**src/rtl/seg7_pkg.sv**
```systemverilog
// Shared types and constants for the seven-segment scan driver.
package seg7_pkg;

  typedef enum logic [0:0] {
    ST_BLANK = 1'b0,
    ST_DRIVE = 1'b1
  } scan_state_e;

  localparam int NUM_DIGITS = 4;

  // Active-low cathode patterns, bit order {g,f,e,d,c,b,a}, indexed by hex nibble.
  localparam logic [6:0] SEG_TABLE [16] = '{
    7'h40, // 0
    7'h79, // 1
    7'h24, // 2
    7'h30, // 3
    7'h19, // 4
    7'h12, // 5
    7'h02, // 6
    7'h78, // 7
    7'h00, // 8
    7'h10, // 9
    7'h08, // A
    7'h03, // b
    7'h46, // C
    7'h21, // d
    7'h06, // E
    7'h0E  // F
  };

endpackage

```
**src/rtl/seg7_decode.sv**
```systemverilog
// Combinational hex nibble to active-low seven-segment decode.
module seg7_decode
  import seg7_pkg::*;
(
  input  logic [3:0] nibble,
  output logic [6:0] seg_n
);

  // Table lookup of the cathode pattern for the selected nibble.
  always_comb begin
    seg_n = SEG_TABLE[nibble];
  end

endmodule

```
**src/rtl/seg7_scan_driver.sv**
```systemverilog
// Four-digit multiplexed seven-segment driver. Each digit slot is preceded
// by an all-off slot to avoid ghosting; the scan advances on rising edges of
// scan_clk, which is sampled as ordinary data in the clock_in domain.
module seg7_scan_driver
  import seg7_pkg::*;
#(
  parameter bit LZ_BLANK = 1'b1
) (
  input  logic                  clock_in,
  input  logic                  reset,
  input  logic                  scan_clk,
  input  logic [15:0]           value,
  input  logic [NUM_DIGITS-1:0] dp_mask,
  output logic [NUM_DIGITS-1:0] an,
  output logic [6:0]            seg,
  output logic                  dp,
  output logic                  frame_done
);

  logic                  scan_clk_q;
  logic                  step_s;
  scan_state_e           state_q, state_d;
  logic [1:0]            idx_q, idx_d;
  logic [15:0]           shadow_val_q, shadow_val_d;
  logic [NUM_DIGITS-1:0] shadow_dp_q, shadow_dp_d;
  logic                  wrap_q, wrap_d;
  logic [NUM_DIGITS-1:0] an_q, an_d;
  logic [6:0]            seg_q, seg_d;
  logic                  dp_q, dp_d;
  logic                  frame_done_q, frame_done_d;
  logic [3:0]            cur_nib_s;
  logic [6:0]            dec_seg_s;
  logic                  lz_s;

  assign step_s = scan_clk & ~scan_clk_q;

  // Scan state machine: BLANK/DRIVE alternation, digit index and frame shadow load.
  always_comb begin
    state_d      = state_q;
    idx_d        = idx_q;
    shadow_val_d = shadow_val_q;
    shadow_dp_d  = shadow_dp_q;
    wrap_d       = 1'b0;
    if (step_s) begin
      case (state_q)
        ST_BLANK: begin
          state_d = ST_DRIVE;
          if (idx_q == 2'd0) begin
            shadow_val_d = value;
            shadow_dp_d  = dp_mask;
          end else begin
            shadow_val_d = shadow_val_q;
            shadow_dp_d  = shadow_dp_q;
          end
        end
        ST_DRIVE: begin
          state_d = ST_BLANK;
          idx_d   = idx_q + 2'd1;
          wrap_d  = (idx_q == 2'd3);
        end
        default: begin
          state_d = ST_BLANK;
        end
      endcase
    end else begin
      state_d = state_q;
    end
  end

  // Select the shadow nibble and leading-zero status of the current digit.
  always_comb begin
    cur_nib_s = 4'h0;
    lz_s      = 1'b0;
    case (idx_q)
      2'd0: begin
        cur_nib_s = shadow_val_q[3:0];
        lz_s      = 1'b0;
      end
      2'd1: begin
        cur_nib_s = shadow_val_q[7:4];
        lz_s      = (shadow_val_q[15:4] == 12'h000);
      end
      2'd2: begin
        cur_nib_s = shadow_val_q[11:8];
        lz_s      = (shadow_val_q[15:8] == 8'h00);
      end
      2'd3: begin
        cur_nib_s = shadow_val_q[15:12];
        lz_s      = (shadow_val_q[15:12] == 4'h0);
      end
      default: begin
        cur_nib_s = 4'h0;
        lz_s      = 1'b0;
      end
    endcase
  end

  seg7_decode u_decode (
    .nibble (cur_nib_s),
    .seg_n  (dec_seg_s)
  );

  // Output pattern for the current state; blanked digits look exactly like BLANK.
  always_comb begin
    an_d         = 4'b1111;
    seg_d        = 7'b1111111;
    dp_d         = 1'b1;
    frame_done_d = wrap_q;
    if ((state_q == ST_DRIVE) && !(LZ_BLANK && lz_s)) begin
      an_d  = ~(4'b0001 << idx_q);
      seg_d = dec_seg_s;
      dp_d  = ~shadow_dp_q[idx_q];
    end else begin
      an_d  = 4'b1111;
      seg_d = 7'b1111111;
      dp_d  = 1'b1;
    end
  end

  // State, shadow and output registers with synchronous reset.
  always_ff @(posedge clock_in) begin
    if (reset) begin
      scan_clk_q   <= 1'b1;
      state_q      <= ST_BLANK;
      idx_q        <= 2'd0;
      shadow_val_q <= 16'h0000;
      shadow_dp_q  <= 4'b0000;
      wrap_q       <= 1'b0;
      an_q         <= 4'b1111;
      seg_q        <= 7'b1111111;
      dp_q         <= 1'b1;
      frame_done_q <= 1'b0;
    end else begin
      scan_clk_q   <= scan_clk;
      state_q      <= state_d;
      idx_q        <= idx_d;
      shadow_val_q <= shadow_val_d;
      shadow_dp_q  <= shadow_dp_d;
      wrap_q       <= wrap_d;
      an_q         <= an_d;
      seg_q        <= seg_d;
      dp_q         <= dp_d;
      frame_done_q <= frame_done_d;
    end
  end

  assign an         = an_q;
  assign seg        = seg_q;
  assign dp         = dp_q;
  assign frame_done = frame_done_q;

endmodule

```
**config.mk**
```make
export PLATFORM = sky130hd
export DESIGN_NAME = seg7_scan_driver
export DESIGN_NICKNAME = d
export VERILOG_FILES = /design/src/rtl/seg7_pkg.sv /design/src/rtl/seg7_decode.sv /design/src/rtl/seg7_scan_driver.sv
export SDC_FILE = /design/constraint.sdc
export NUM_CORES = 1
export LEC_CHECK = 0
export ABC_CLOCK_PERIOD_IN_PS = 5800
export CAP_MARGIN = 40
export CELL_PAD_IN_SITES_DETAIL_PLACEMENT = 1
export CELL_PAD_IN_SITES_GLOBAL_PLACEMENT = 2
export CORE_ASPECT_RATIO = 1.25
export CORE_MARGIN = 2
export CORE_UTILIZATION = 32
export DETAILED_ROUTE_END_ITERATION = 7
export PLACE_DENSITY_LB_ADDON = 0.1
export SLEW_MARGIN = 20
export SYNTH_ARGS = -nofsm -noshare
export SYNTH_HDL_FRONTEND = slang
export SYNTH_SLANG_ARGS = --single-unit
```
**constraint.sdc**
```tcl
create_clock -name clock_in -period 5.8 [get_ports clock_in]
set_input_delay 0.58 -clock clock_in [delete_from_list [all_inputs] [get_ports clock_in]]
set_output_delay 0.58 -clock clock_in [all_outputs]
set_load 0.005 [all_outputs]
```
==> impl_metrics.toml <==
[cts]
cts_max_level = 2
cts_resized = 0
cts_setup_buffers = 0
clockBufferDepth = 2
tritoncts = "yes"
clockRootBuffer = "clkbuf_8"
numCtsBuffers = 5
cts_sinks = 38
clk_latency_ns = 0.28
cts_hold_buf = 0
path_clk_slew_ns = 0.08

[worst_setup_path]
reg2reg_depth = 9
worst_r2r_endpoint = "seg[0]"
r2r_start = "idx_q[0]"
crit_fanout = 11
worstPathRequired_ns = 5.94
criticalPathCategory = "reg -> reg"
endpoint = "seg[0]"
ff2ff_setup_slack_ns = 3.15
start_kind = "flop"
crit_path_start = "idx_q[0]"
crit_arrival_ns = 2.79
endpoint_kind = "flop"

[min_path]
hold_path_depth = 1
hp-class = "reg -> reg"

[global_route]
grt-ovfl-total = 0
grt_pass1_vias = 1561
grt_pass1_wl_um = 7110
antenna_found_initial = 0
grt_start_max_net_pins = 21
gr-usage-all-layers_pct = 14.9

[logic_synthesis]
synth.distinct_cells = 38
synthCells = 191
ys_top_cells_by_area = "dfxtp_1 (45%), nand2_1 (11%), ha_1 (7.4%)"
yosysWarnings = 0
synth.top_cell.area_share_pct = 44.9
avgSynthCellArea_um2 = 8.87
netlist_area_um2 = 1690
ys_seq_elements = 38
yosys.area.top_type = "dfxtp_1"
synth-seq-area-share_pct = 44.9
synth_fp_nets = 224

[die]
initial_core_util_pct = 33.3
die_y_um = 85.4
fp.coreArea_um2 = 5080
die_w_um = 69.1
rows = 29
top_level_ports = 36
dieArea_um2 = 5900

[run]
drv_cap = 0

[pwr]
vdd_drop_max_mv = 0.171
power.density_nw_per_um2 = 266
power_uw = 595
p_leak_uw = 0.000808

[timing]
fin_crit_sh_pct = 45.7
hold_ws_ns = 0.448
hold_viol = 0
fin_tns_setup_ns = 0
rsz0062_at_grt = "false"
finalSetupViolations = 0
max_freq_mhz = 377
fin_worst_skew_ns = 0.00419
slew_headroom_pct = 47.8
drv_slew = 0
period_minus_slack_ns = 2.65
tightest_slew_ns = 0.781

[detailed_routing]
wire_per_inst_um = 14.7
drt_iter0_drc = 60
vias = 1464
antenna_left = 0
drcViolationCount = 0
viasPerCell = 5.07
drt-total-wl_um = 4240
dr.pass1.iters = 5

[place]
post-place-cells = 281
placed_area_um2 = 2100
place_congestion = 0.850
dp_hpwl_um = 3250
port_buffers = 35

[layout]
fin_cells = 289
antennaDiodeCount = 0
drive_gt1_share_pct = 9.25
final_nets = 259
multiInputGateArea_um2 = 861
post-route-cell-area_um2 = 2240
seq_area_um2 = 761
area_growth_pct = 32.0
fillCellCount = 609

[status]
outcome = "complete, no violations"
==> Yosys cell counts <==
cell	count
and2b_2	1
or2b_2	1
buf_2	2
inv_1	7
nor2b_1	4
o211a_1	1
nand3b_1	1
xnor2_1	2
and2b_1	1
mux2i_1	3
a21oi_2	2
mux2_2	1
dfxtp_1	38
a22oi_1	2
o211ai_1	2
clkbuf_1	5
nor4_1	2
mux4_2	1
a21o_1	1
a222oi_1	4
nand3_1	5
nand2_1	48
nor2_1	3
ha_1	10
or2_2	1
o221ai_1	2
nor3b_1	1
nor3_1	1
o22ai_1	1
buf_6	2
o21ai_1	1
a211o_2	2
o311ai_0	1
a211oi_1	5
a21o_2	1
a21oi_1	24
and3_1	1
a211o_1	1
==> worst min-delay path by stage <==
stage / startpoint / end / slack [ns]
final: frame_done_d / frame_done / 0.45
after global routing: frame_done_d / frame_done / 0.47
after CTS: frame_done_d / frame_done / 0.46
after detailed placement: frame_done_d / frame_done / 0.44
after global placement: frame_done_d / frame_done / 0.43
after floorplan: frame_done_d / frame_done / 0.41
==> logic make-up after synthesis <==
family                   share of synthesized area, %
multiplexers                                     3.77
adder cells (fa/ha/maj)                          7.39
buffers and inverters                            4.58
flip-flops                                       44.9
AO/OA/AOI/OAI                                    19.9
AND/OR/NAND/NOR                                  18.4
XOR/XNOR                                         1.03
==> cell type report <==
| type | instances | area share (%) |
|---|---|---|
| clock buffer | 5 | 3.08 |
| timing repair buffer | 37 | 16.7 |
| clock inverter | 3 | 3.08 |
| inverter | 7 | 1.18 |
| tap | 62 | 3.47 |
| multi-input combinational | 137 | 38.5 |
| sequential | 38 | 34.0 |
==> report_power, final <==
part	switching (uW)	internal, uW
registers	5.06	268
clock network	93.4	172
logic	26.0	29.6
==> placed cells by master (no fill, tap or decap), types with 2 or more instances in the layout <==
cell,Yosys,routed
a211o_2,2,2
a211oi_1,5,5
a21oi_1,24,24
a21oi_2,2,2
a222oi_1,4,4
a22oi_1,2,2
bufinv_16,0,2
clkbuf_8,0,5
clkdlybuf4s50_1,0,35
dfxtp_1,38,38
ha_1,10,10
inv_1,7,7
mux2i_1,3,3
nand2_1,48,48
nand3_1,5,5
nor2_1,3,3
nor2b_1,4,4
nor4_1,2,2
o211ai_1,2,2
o221ai_1,2,2
xnor2_1,2,2
==> sequential cells by signal, indices dropped and copies added (netlist names), 2 cells and up <==
| signal | flops |
|---|---|
| shadow_dp_q | 4 |
| idx_q | 2 |
| seg | 7 |
| an | 4 |
| shadow_val_q | 16 |
==> per-stage QoR <==
step	util (%)	setup slack [ns]
after floorplan	-	3.65
after global placement	40.9	3.05
after detailed placement	41.3	3.19
after CTS	44.0	3.17
after global routing	44.0	3.00
final	44.0	3.15
==> routing by layer <==
metal / track usage (%) / up-vias / wire length, um
met5: 0 / - / 0
li1: - / 735 / -
met3: 3.44 / 4 / 189
met4: 3.74 / 0 / 32
met1: 16.7 / 691 / 1830
met2: 28.1 / 34 / 2180
==> worst max-delay path, cell delays in order, from the launching register on <==
cell and delay [ns]:
dfxtp_1 0.36, inv_1 0.13, ha_1 0.34, inv_1 0.26, a21oi_1 0.45, inv_1 0.17
ha_1 0.25, a211o_2 0.27, o22ai_1 0.16, a22oi_1 0.12
No activity file was read; power rests on OpenSTA's default activity.
